$ cat src/rtl/dr32e_pkg.sv
// Shared types for the DR32E fetch path: FIFO entry layout, request FSM states,
// and the counter width used for occupancy and outstanding tracking.
package dr32e_pkg;

    // Wide enough for DEPTH (<=4) plus NUM_REQS (<=2) summed together.
    localparam int unsigned CNT_W = 3;

    typedef struct packed {
        logic [31:0] rdata;
        logic [31:0] pc;
        logic        err;
    } fetch_entry_t;

    typedef enum logic {
        S_IDLE,
        S_REQ
    } fetch_state_t;

    function automatic logic [31:0] word_align(input logic [31:0] addr);
        return {addr[31:2], 2'b00};
    endfunction

endpackage

$ cat src/rtl/dr32e_prefetch_buffer_if.sv
// Instruction memory bus between the prefetch buffer (master) and memory (slave):
// request/grant address phase followed by in-order rvalid responses.
interface dr32e_prefetch_buffer_if;

    logic        instr_req;
    logic [31:0] instr_addr;
    logic        instr_gnt;
    logic        instr_rvalid;
    logic [31:0] instr_rdata;
    logic        instr_err;

    modport master (
        output instr_req,
        output instr_addr,
        input  instr_gnt,
        input  instr_rvalid,
        input  instr_rdata,
        input  instr_err
    );

    modport slave (
        input  instr_req,
        input  instr_addr,
        output instr_gnt,
        output instr_rvalid,
        output instr_rdata,
        output instr_err
    );

endinterface

$ cat src/rtl/dr32e_fetch_fifo.sv
// Circular FIFO of fetched instruction entries; flush empties it and takes
// priority over any push or pop in the same cycle.
module dr32e_fetch_fifo
    import dr32e_pkg::*;
#(
    parameter int unsigned DEPTH = 3
) (
    input  logic             clk_i,
    input  logic             rst_i,
    input  logic             push_i,
    input  fetch_entry_t     push_data_i,
    input  logic             pop_i,
    input  logic             flush_i,
    output logic             full_o,
    output logic             empty_o,
    output fetch_entry_t     head_o,
    output logic [CNT_W-1:0] count_o
);

    localparam int unsigned PTR_W = $clog2(DEPTH);

    fetch_entry_t     r_mem [DEPTH];
    logic [PTR_W-1:0] r_rptr;
    logic [PTR_W-1:0] r_wptr;
    logic [CNT_W-1:0] r_count;
    logic             w_push;
    logic             w_pop;

    function automatic logic [PTR_W-1:0] ptr_inc(input logic [PTR_W-1:0] ptr);
        return (ptr == PTR_W'(DEPTH - 1)) ? '0 : ptr + PTR_W'(1);
    endfunction

    assign w_push  = push_i && !full_o;
    assign w_pop   = pop_i && !empty_o;
    assign full_o  = (r_count == CNT_W'(DEPTH));
    assign empty_o = (r_count == '0);
    assign head_o  = r_mem[r_rptr];
    assign count_o = r_count;

    always_ff @(posedge clk_i) begin
        if (w_push && !flush_i) begin
            r_mem[r_wptr] <= push_data_i;
        end
    end

    always_ff @(posedge clk_i) begin
        if (rst_i || flush_i) begin
            r_rptr  <= '0;
            r_wptr  <= '0;
            r_count <= '0;
        end else begin
            if (w_push) begin
                r_wptr <= ptr_inc(r_wptr);
            end
            if (w_pop) begin
                r_rptr <= ptr_inc(r_rptr);
            end
            case ({w_push, w_pop})
                2'b10:   r_count <= r_count + CNT_W'(1);
                2'b01:   r_count <= r_count - CNT_W'(1);
                default: r_count <= r_count;
            endcase
        end
    end

endmodule

$ cat src/rtl/dr32e_prefetch_buffer.sv
// Instruction prefetch buffer: issues sequential word fetches, tracks in-flight
// requests, drops responses made stale by a branch, and buffers the rest for ID.
module dr32e_prefetch_buffer
    import dr32e_pkg::*;
#(
    parameter int unsigned DEPTH     = 3,
    parameter int unsigned NUM_REQS  = 2,
    parameter logic [31:0] BOOT_ADDR = 32'h0000_0080
) (
    input  logic                    clk_i,
    input  logic                    rst_i,
    input  logic                    req_i,
    input  logic                    branch_i,
    input  logic [31:0]             branch_addr_i,
    dr32e_prefetch_buffer_if.master instr_bus,
    output logic                    valid_o,
    input  logic                    ready_i,
    output logic [31:0]             instr_rdata_id_o,
    output logic [31:0]             instr_rdata_alu_id_o,
    output logic [31:0]             instr_pc_id_o,
    output logic                    instr_fetch_err_o,
    output logic                    instr_first_cycle_id_o,
    output logic                    busy_o
);

    fetch_state_t     r_state;
    logic [31:0]      r_fetch_addr;
    logic [31:0]      r_rsp_pc;
    logic [CNT_W-1:0] r_outstanding;
    logic [CNT_W-1:0] r_discard;
    logic             r_held;

    logic             w_acc;
    logic             w_rvalid;
    logic             w_push;
    logic             w_pop;
    logic             w_can_req;
    logic             w_fifo_full;
    logic             w_fifo_empty;
    logic [CNT_W-1:0] w_fifo_count;
    logic [CNT_W-1:0] w_out_nxt;
    logic [CNT_W-1:0] w_occ_nxt;
    fetch_entry_t     w_head;
    fetch_entry_t     w_push_entry;

    assign w_acc        = instr_bus.instr_req && instr_bus.instr_gnt;
    // A response with nothing in flight is stray (e.g. from before a reset).
    assign w_rvalid     = instr_bus.instr_rvalid && (r_outstanding != '0);
    assign w_push       = w_rvalid && !branch_i && (r_discard == '0);
    assign w_pop        = valid_o && ready_i;
    assign w_push_entry = '{rdata: instr_bus.instr_rdata, pc: r_rsp_pc, err: instr_bus.instr_err};

    assign w_out_nxt = r_outstanding + CNT_W'(w_acc) - CNT_W'(w_rvalid);
    assign w_occ_nxt = branch_i ? '0 : (w_fifo_count + CNT_W'(w_push) - CNT_W'(w_pop));
    assign w_can_req = req_i && (w_out_nxt < CNT_W'(NUM_REQS))
                       && ((w_occ_nxt + w_out_nxt) < CNT_W'(DEPTH));

    dr32e_fetch_fifo #(
        .DEPTH(DEPTH)
    ) u_fifo (
        .clk_i       (clk_i),
        .rst_i       (rst_i),
        .push_i      (w_push),
        .push_data_i (w_push_entry),
        .pop_i       (w_pop),
        .flush_i     (branch_i),
        .full_o      (w_fifo_full),
        .empty_o     (w_fifo_empty),
        .head_o      (w_head),
        .count_o     (w_fifo_count)
    );

    // Responses are in order and every pre-branch one is discarded, so the pc of
    // the next kept response is simply the branch target advanced per kept word.
    always_ff @(posedge clk_i) begin
        if (rst_i) begin
            r_state       <= S_IDLE;
            r_fetch_addr  <= BOOT_ADDR;
            r_rsp_pc      <= BOOT_ADDR;
            r_outstanding <= '0;
            r_discard     <= '0;
            r_held        <= 1'b0;
        end else begin
            r_outstanding <= w_out_nxt;
            if (branch_i) begin
                r_discard    <= w_out_nxt;
                r_fetch_addr <= word_align(branch_addr_i);
                r_rsp_pc     <= word_align(branch_addr_i);
            end else begin
                if (w_rvalid && (r_discard != '0)) begin
                    r_discard <= r_discard - CNT_W'(1);
                end
                if (w_acc) begin
                    r_fetch_addr <= r_fetch_addr + 32'd4;
                end
                if (w_push) begin
                    r_rsp_pc <= r_rsp_pc + 32'd4;
                end
            end
            r_held <= valid_o && !w_pop && !branch_i;
            case (r_state)
                S_IDLE:  if (w_can_req) r_state <= S_REQ;
                S_REQ:   if (w_acc && !w_can_req) r_state <= S_IDLE;
                default: r_state <= S_IDLE;
            endcase
        end
    end

    assign instr_bus.instr_req  = (r_state == S_REQ);
    assign instr_bus.instr_addr = r_fetch_addr;

    assign valid_o                = !w_fifo_empty;
    assign instr_rdata_id_o       = valid_o ? w_head.rdata : '0;
    assign instr_rdata_alu_id_o   = valid_o ? w_head.rdata : '0;
    assign instr_pc_id_o          = valid_o ? w_head.pc : '0;
    assign instr_fetch_err_o      = valid_o && w_head.err;
    assign instr_first_cycle_id_o = valid_o && !r_held;
    assign busy_o                 = (r_outstanding != '0) || instr_bus.instr_req;

    logic w_unused;
    assign w_unused = w_fifo_full;

endmodule

$ cat src/flat_wrapper.sv
// flat-port wrapper written by rule: the top's interface ports become plain ports
module dr32e_prefetch_buffer_flat import dr32e_pkg::*;
#(
    parameter int unsigned DEPTH     = 3,
    parameter int unsigned NUM_REQS  = 2,
    parameter logic [31:0] BOOT_ADDR = 32'h0000_0080
)
  (clk_i, rst_i, req_i, branch_i, branch_addr_i, valid_o, ready_i, instr_rdata_id_o, instr_rdata_alu_id_o, instr_pc_id_o, instr_fetch_err_o, instr_first_cycle_id_o, busy_o, instr_bus_instr_req, instr_bus_instr_addr, instr_bus_instr_gnt, instr_bus_instr_rvalid, instr_bus_instr_rdata, instr_bus_instr_err);
  dr32e_prefetch_buffer_if instr_bus_i ();
  input  logic clk_i;
  input  logic rst_i;
  input  logic req_i;
  input  logic branch_i;
  input  logic [31:0] branch_addr_i;
  output logic valid_o;
  input  logic ready_i;
  output logic [31:0] instr_rdata_id_o;
  output logic [31:0] instr_rdata_alu_id_o;
  output logic [31:0] instr_pc_id_o;
  output logic instr_fetch_err_o;
  output logic instr_first_cycle_id_o;
  output logic busy_o;
  output wire logic [$bits(instr_bus_i.instr_req)-1:0] instr_bus_instr_req;
  output wire logic [$bits(instr_bus_i.instr_addr)-1:0] instr_bus_instr_addr;
  input wire logic [$bits(instr_bus_i.instr_gnt)-1:0] instr_bus_instr_gnt;
  input wire logic [$bits(instr_bus_i.instr_rvalid)-1:0] instr_bus_instr_rvalid;
  input wire logic [$bits(instr_bus_i.instr_rdata)-1:0] instr_bus_instr_rdata;
  input wire logic [$bits(instr_bus_i.instr_err)-1:0] instr_bus_instr_err;
  assign instr_bus_instr_req = instr_bus_i.instr_req;
  assign instr_bus_instr_addr = instr_bus_i.instr_addr;
  assign instr_bus_i.instr_gnt = instr_bus_instr_gnt;
  assign instr_bus_i.instr_rvalid = instr_bus_instr_rvalid;
  assign instr_bus_i.instr_rdata = instr_bus_instr_rdata;
  assign instr_bus_i.instr_err = instr_bus_instr_err;
  dr32e_prefetch_buffer #(.DEPTH(DEPTH), .NUM_REQS(NUM_REQS), .BOOT_ADDR(BOOT_ADDR)) u_core (.clk_i(clk_i), .rst_i(rst_i), .req_i(req_i), .branch_i(branch_i), .branch_addr_i(branch_addr_i), .instr_bus(instr_bus_i), .valid_o(valid_o), .ready_i(ready_i), .instr_rdata_id_o(instr_rdata_id_o), .instr_rdata_alu_id_o(instr_rdata_alu_id_o), .instr_pc_id_o(instr_pc_id_o), .instr_fetch_err_o(instr_fetch_err_o), .instr_first_cycle_id_o(instr_first_cycle_id_o), .busy_o(busy_o));
endmodule
$ cat config.mk
export PLATFORM = sky130hd
export DESIGN_NAME = dr32e_prefetch_buffer_flat
export DESIGN_NICKNAME = d
export VERILOG_FILES = /design/src/rtl/dr32e_pkg.sv /design/src/rtl/dr32e_prefetch_buffer_if.sv /design/src/rtl/dr32e_fetch_fifo.sv /design/src/rtl/dr32e_prefetch_buffer.sv /design/src/flat_wrapper.sv
export SDC_FILE = /design/constraint.sdc
export NUM_CORES = 1
export LEC_CHECK = 0
export ABC_AREA = 1
export BUFFER_PORTS_ARGS = -buffer_cell sky130_fd_sc_hd__buf_4
export CAP_MARGIN = 20
export CORE_MARGIN = 2
export CORE_UTILIZATION = 45
export DETAILED_ROUTE_END_ITERATION = 10
export GPL_TIMING_DRIVEN = 0
export PLACE_DENSITY = 0.66
export SLEW_MARGIN = 30
export SYNTH_ARGS = -nofsm -noshare
export SYNTH_HDL_FRONTEND = slang
export SYNTH_SLANG_ARGS = --single-unit
$ cat constraint.sdc
create_clock -name clk_i -period 5.4 [get_ports clk_i]
set_input_delay 0.54 -clock clk_i [delete_from_list [all_inputs] [get_ports clk_i]]
set_output_delay 0.54 -clock clk_i [all_outputs]
set_load 0.005 [all_outputs]
* After elaboration in Yosys (flattened, before gate mapping)
Memories as Yosys holds them, arrays and structs flattened. A register that Yosys moved wholly into a read port is not among the register bits.
Index checks and enable logic that the tools add are counted.
** Operators by class
- $add $sub $neg :: 12
- Eq/ne operators :: 5
- $lt $le $gt $ge :: 2
- Mux-type cells :: 19
- Reductions and logical operators :: 33
- Bitwise operators :: 1
** Operators with widths (count)
- 2-to-1 mux 32 bit :: 6
- adder 32 x 3 -> 32 bit, second input constant :: 2
- logical AND 1 bit :: 16
- 2-to-1 mux 3 bit :: 3
- 2-to-1 mux 2 bit :: 4
- nonzero test 2 bit :: 4
- adder 3 x 1 -> 3 bit :: 2
- == test 2 bit, second input constant :: 3
- logical NOT 1 bit :: 6
- logical NOT 3 bit :: 2
- < comparator 3 x 2 -> 1 bit, second input constant :: 2
- one-hot mux 3 bit (2 select lines) :: 1
- nonzero test 3 bit :: 2
- subtractor 3 x 1 -> 3 bit :: 2
- subtractor 3 x 1 -> 3 bit, second input constant :: 2
- adder 2 x 1 -> 2 bit, second input constant :: 2
- 2-to-1 mux 1 bit :: 4
- adder 3 x 1 -> 3 bit, second input constant :: 1
- adder 3 bit :: 1
- == test 3 x 2 -> 1 bit, second input constant :: 1
- == test 2 x 1 -> 1 bit, second input constant :: 1
- logical OR 1 bit :: 2
- one-hot mux 1 bit (2 select lines) :: 1
- OR reduction 2 bit :: 1
- inverter 1 bit :: 1
** Storage, ports and cells
- Input bits :: 72
- Memory bits (writable) :: 195
- Memories kept :: 1
- Word-level logic and storage cells :: 84
- Bits in registers :: 79
- Output and inout port bits :: 133
** Memories
- u_core.u_fifo.r_mem :: depth 3, width 65, read ports 1, clocked after memory_dff 1, wr ports 1, line dr32e_fetch_fifo.sv:22 : fetch_entry_t r_mem [DEPTH];

* Longest topological paths before layout
- Word-level depth :: 14
- Mapped depth :: 19
- Mapped depth without buffers :: 18

* Cells and area by module
Synthesis repeated with hierarchy kept, for this count alone.
** Second synthesis, totals
- Cells, all modules :: 1516
- Area total of the unflattened synthesis :: 13297.8 um^2
** Modules (own cells, without submodules)
- dr32e_fetch_fifo :: area each 7674.9 um^2, cells an instance 550, times used 1, sequential area each 6035.8 um^2
- dr32e_prefetch_buffer :: area each 5622.9 um^2, cells an instance 966, times used 1, sequential area each 1361.3 um^2

* Worst setup path before layout
OpenSTA, ideal clock, no wires.
- Path kind :: input port to flip-flop
- Start point :: input branch_i
- End point :: memory u_core.u_fifo.r_mem[1][0] in the netlist's numbering, enable pin
- Required time :: 4.916 ns
- Cell stages on the path :: 7
- Path slack :: 0.950 ns
- Library setup time :: 0.484 ns
- Arrival time :: 3.966 ns
- Buffers on the path :: 2
- Cells stage by stage :: buf_2 nor2_4 inv_1 nor2_2 buf_2 o311ai_1 nor2_1
** On the way
- Word-level cells in the longest chain between the ends :: 7
** Ends and longest elaborated chain
- start, declared :: line flat_wrapper.sv:13 : input logic branch_i;
- logical NOT 1 bit * :: line dr32e_fetch_fifo.sv:41, dr32e_prefetch_buffer.sv:49
- logical AND 1 bit (2 in series) :: line dr32e_prefetch_buffer.sv:49 : assign w_push = w_rvalid && !branch_i && (r_discard == '0);
- logical AND 1 bit :: line dr32e_fetch_fifo.sv:33 : assign w_push = push_i && !full_o;
- logical AND 1 bit * :: line dr32e_fetch_fifo.sv:41 : if (w_push && !flush_i) begin
- 2-to-1 mux 1 bit * :: line dr32e_fetch_fifo.sv:41
- 2-to-1 mux 1 bit (not written as such) * :: line dr32e_fetch_fifo.sv:42 : r_mem[r_wptr] <= push_data_i;
- end, declared :: line dr32e_fetch_fifo.sv:22
Mark *: on every way between the ends. The rest lies on a longest branch, timed or not.

* Final worst setup path
- Start point :: register u_core.u_fifo.r_count[1], in the netlist u_core.u_fifo.count_o[1]
- End point :: register u_core.r_state, in the netlist u_core.instr_bus.instr_req
** On the way
- Word-level cells in the longest chain between the ends :: 12
- Elaborated cells on any way between the ends :: 14
- Those cells by class :: 3 x add/sub; 1 x order compare; 4 x mux; 6 x reduce/logical
** Ends and longest elaborated chain
- start, declared :: line dr32e_fetch_fifo.sv:25 : logic [CNT_W-1:0] r_count;
- start signal, assigned :: line dr32e_fetch_fifo.sv:59 : 2'b10: r_count <= r_count + CNT_W'(1);
- start signal, assigned :: line dr32e_fetch_fifo.sv:60 : 2'b01: r_count <= r_count - CNT_W'(1);
- start signal, assigned :: line dr32e_fetch_fifo.sv:61 : default: r_count <= r_count;
- parallel branches: the longest is 3 deep, another holds adder 3 x 1 -> 3 bit
- subtractor 3 x 1 -> 3 bit * :: line dr32e_prefetch_buffer.sv:54 : assign w_occ_nxt = branch_i ? '0 : (w_fifo_count + CNT_W'(w_push) - CNT_W'(w_pop));
- 2-to-1 mux 3 bit * :: line dr32e_prefetch_buffer.sv:54
- adder 3 bit * :: line dr32e_prefetch_buffer.sv:56 : && ((w_occ_nxt + w_out_nxt) < CNT_W'(DEPTH));
- < comparator 3 x 2 -> 1 bit * :: line dr32e_prefetch_buffer.sv:56
- logical AND 1 bit * :: line dr32e_prefetch_buffer.sv:56
- logical NOT 1 bit :: line dr32e_prefetch_buffer.sv:103 : S_REQ: if (w_acc && !w_can_req) r_state <= S_IDLE;
- logical AND 1 bit :: line dr32e_prefetch_buffer.sv:103
- 2-to-1 mux 1 bit :: line dr32e_prefetch_buffer.sv:103
- one-hot mux 1 bit (2 select lines) * :: line dr32e_prefetch_buffer.sv:101 : case (r_state)
- end signal, assigned :: line dr32e_prefetch_buffer.sv:102 : S_IDLE: if (w_can_req) r_state <= S_REQ;
- end signal, assigned :: line dr32e_prefetch_buffer.sv:103
- end signal, assigned :: line dr32e_prefetch_buffer.sv:104 : default: r_state <= S_IDLE;
- end, declared :: line dr32e_prefetch_buffer.sv:26 : fetch_state_t r_state;
Mark *: on every way between the ends.
A chain may end at the register's enable or synchronous reset.

==> qor.csv <==
stage;metric;value;unit
outcome;status;completed;
setup_path;Crit Path Max Fanout;10;
routing;DRC viols;0;
setup_path;Crit path top cell by count;nand2_1;
pwr;Switching Share;0.2545;
sta;Period Utilization, post-route;0.6373;
pwr;pwr/cell area;317.2;mW/mm^2
pwr;NetSw;1.256;mW
global_routing;GRT Overall Usage;0.2319;
die;# IOs;205;
sta;Hold Fails Final Rpt;0;
global_routing;GRT overflow;0;
pwr;VDD IR-drop max;0.0002218;V
die;Die W;170.4;um
pwr;power consumption;4.934;mW
yosys;EDFF count, synth;189;
sta;worst-margin pin slew;820.0;ps
cts;CTS tree;done;
pwr;Cell Int Power;3.678;mW
setup_path;CP Class;flip-flop to flip-flop;
setup_path;crit path launch type;flip-flop;
die;FP Rows;60;
cells_and_area;share of cells above drive strength 1;0.2186;
place;Final Wtd Congestion;0.9361;
cells_and_area;final net count;1670;
routing;max layer used;met4;
cells_and_area;antenna fix cells;0;
yosys;Mapped Avg Cell Area;9.247;um^2
global_routing;largest net degree at the start of global routing;42;
routing;metal2 WL;15710;um
sta;skew final;10.25;ps
global_routing;first-pass GRT wire length;51960;um
yosys;Post-Synth XOR/XNOR Area;0.009837;
yosys;Synth async-reset ratio;0;
cts;H-tree depth;1;
cells_and_area;commonest non-fill, non-tap cell in the layout;nand2_1;
cts;Num CTS Buffers;28;
run;max cap viols;0;
routing;DR vias;10313;
cells_and_area;final non-filler cell area;0.01556;mm^2
yosys;Synth area leaders;edfxtp_1 46%, dfxtp_1 12%, nand2_1 11%;
yosys;top_reg_cell synth;edfxtp_1;
pwr;Static Leakage;6.023;nW
hold_path;worst hold path class;input pin to flip-flop;
routing;WL met3;2777;um
hold_path;WHS Endpoint;u_core.r_held;
setup_path;crit end category;flip-flop;
sta;Tmin final;3441;ps
cts;cts hold-fix bufs;0;
setup_path;FF-to-FF End;u_core.instr_bus.instr_req;
yosys;Cell variety after synth;46;
sta;normalized max-slew margin;0.4533;
die;die area;0.02905;mm^2
cts;# resized after CTS;0;
yosys;largest family of logic cells by synthesized area;simple AND/OR/NAND/NOR gates;
place;placed standard-cell area;0.01461;mm^2
routing;initial DRC count;846;
yosys;Synth Area in Simple Gates;0.2037;
cells_and_area;most frequent cells in the layout;370 x nand2_1, 233 x buf_4, 189 x edfxtp_1, 112 x o21ai_0, 101 x nor2_1;
setup_path;crit-path cells;inv_2, nand2_1, nor2_1, inv_1, buf_2, nand2_1, inv_1, ha_1, inv_1, ha_1, fa_1, nand2_1, fa_1, o211ai_1, nor2_1, nand2_1, a21oi_1;
cts;CTS Sinks;266;
yosys;adder-cell area share of the yosys netlist;0.01646;
setup_path;CP max stage delay;490;ps
setup_path;family with the most delay on the worst path;adder cells;
die;Die H;170.4;um
setup_path;worst r2r src;u_core.u_fifo.count_o[1];
sta;RSZ-0062 raised after global routing;no;
yosys;Synth Area in Compound Gates;0.1170;
routing;wl on met1;14470;um
yosys;Seq/Total Area, Yosys;0.5790;
setup_path;Reg2Reg Depth;17;
yosys;Yosys warnings;0;
routing;vias per inst;5.214;
die;floorplan core area;0.02710;mm^2
cts;clock latency on the worst-skew pair;550;ps
cts;CTS root buf;clkbuf_16;
sta;Pins Over Slew Limit;0;
yosys;Yosys top cell by area;edfxtp_1;
place;Buffers on Ports;196;
pwr;clock power share;0.395;
die;Starting Density;0.4599;
setup_path;CP required;5800;ps
yosys;synthesized instance count;1348;
global_routing;vias in the first global route;9658;
setup_path;crit path buf inv count;5;
yosys;Yosys top cell area share;0.4553;
yosys;Yosys reg bits;266;
setup_path;Slowest-stage cell, CP;fa_1;
setup_path;Worst Path Arrival;3840;ps
hold_path;HP Start;ready_i;
pwr;Reg power frac;0.483;
yosys;Synth Cell Area;0.01246;mm^2
cts;Post-CTS Repair Setup Buffers;0;
routing;antenna viol nets, final;0;
routing;Pre-antenna DRT Iters;7;
pwr;power share of the combinational group;0.122;
cts;Clock Path Buffers;3;
hold_path;Hold Path Cell Cnt;2;
cts;clk slew on worst S/H paths;60;ps
cells_and_area;area added between synthesis and finish;24.80;%
routing;final WL;33950;um
place;Final HPWL DP;24980;um
routing;DR WL/cell;17.16;um
yosys;post-synthesis mux area share;0;
sta;fmax;290.6;MHz
global_routing;initial antenna violation count;0;
setup_path;R2R setup slack;1960;ps
sta;final setup violation count;0;
-- per-layer routing --
layer | global-route usage | vias up
met5 | 0 | -
met4 | 0.07246 | 0
met3 | 0.03047 | 66
met2 | 0.3874 | 437
met1 | 0.3152 | 4777
li1 | - | 5033
-- synthesized netlist by cell type, drive strengths merged (12+ instances only) --
master	instances
buf	55
nand2	376
nand3	59
a31oi	74
inv	103
o21ai	113
a21oi	59
edfxtp	189
nand4	12
clkbuf	41
dfxtp	77
nor2	124
-- worst max path at each step --
stage	from	to	slack, ps	depth (start not counted)
after global routing	u_core.u_fifo.count_o[1]	u_core.instr_bus.instr_req	1700	17
final	u_core.u_fifo.count_o[1]	u_core.instr_bus.instr_req	1960	17
after CTS	u_core.u_fifo.count_o[1]	u_core.instr_bus.instr_req	1950	17
after detailed placement	u_core.u_fifo.count_o[1]	u_core.instr_bus.instr_req	1990	17
after floorplan	branch_i	u_core.u_fifo.r_mem[1][0]	950	7
after global placement	branch_i	u_core.u_fifo.r_mem[1][62]	-1090	7
-- through the flow --
stage | util | setup slack [ps] | instances | hold WS (ps) | setup TNS (ps)
after floorplan | - | 950.2 | 1351 | 450.0 | 0
after global placement | 0.5318 | -1091 | 1919 | 479.8 | -131690
after detailed placement | 0.5391 | 1995 | 1926 | 479.5 | 0
after CTS | 0.5740 | 1953 | 1978 | 151.3 | 0
after global routing | 0.5740 | 1703 | 1978 | 162.5 | 0
final | 0.5740 | 1959 | 1978 | 160.2 | 0
-- flip-flops by register name, indices dropped and copies added, names as in the netlist, 2 cells and up, named ones only --
| name | count |
|---|---|
| u_core.u_fifo.r_wptr | 2 |
| u_core.r_rsp_pc | 30 |
| u_core.u_fifo.r_rptr | 2 |
| u_core.instr_bus.instr_addr | 30 |
| u_core.u_fifo.r_mem | 189 |
| u_core.u_fifo.count_o | 3 |
| u_core.r_discard | 3 |
| u_core.r_outstanding | 3 |
-- power by group through the flow --
stage / Clock [mW] / Sequential [mW] / Combinational, mW
floorplan: 0 / 2.40 / 0.352
finish: 1.95 / 2.38 / 0.601
global route: 2.05 / 2.39 / 0.673
global placement: 0 / 2.43 / 0.581
CTS: 1.97 / 2.38 / 0.604
detailed placement: 0 / 2.42 / 0.601
-- kinds of logic after synthesis --
group,after synthesis
buffers and inverters,200
AOI/OAI and AO/OA,262
adders and majority gates,14
xor gates and xnor gates,14
other,1
and+or+nand+nor,591
DFF,266
-- worst reg2reg max path: cells and delay by family, from the launching register on --
family	cells	cell delay, ps
AOI/OAI and AO/OA	2	260
adders and majority gates	4	1420
buffers and inverters	5	570
DFF	1	340
and+or+nand+nor	6	690
-- final cells by class --
| class | instances | area, um^2 |
|---|---|---|
| sequential | 266 | 7217 |
| buffer | 96 | 528.0 |
| multi-input combinational | 885 | 4355 |
| inverter | 104 | 392.9 |
| tap | 372 | 465.4 |
| timing repair buffer | 203 | 1652 |
| fill | 2376 | 11540 |
| clock buffer | 31 | 733.2 |
| clock inverter | 21 | 212.7 |
(Power assumes the default switching activity.)
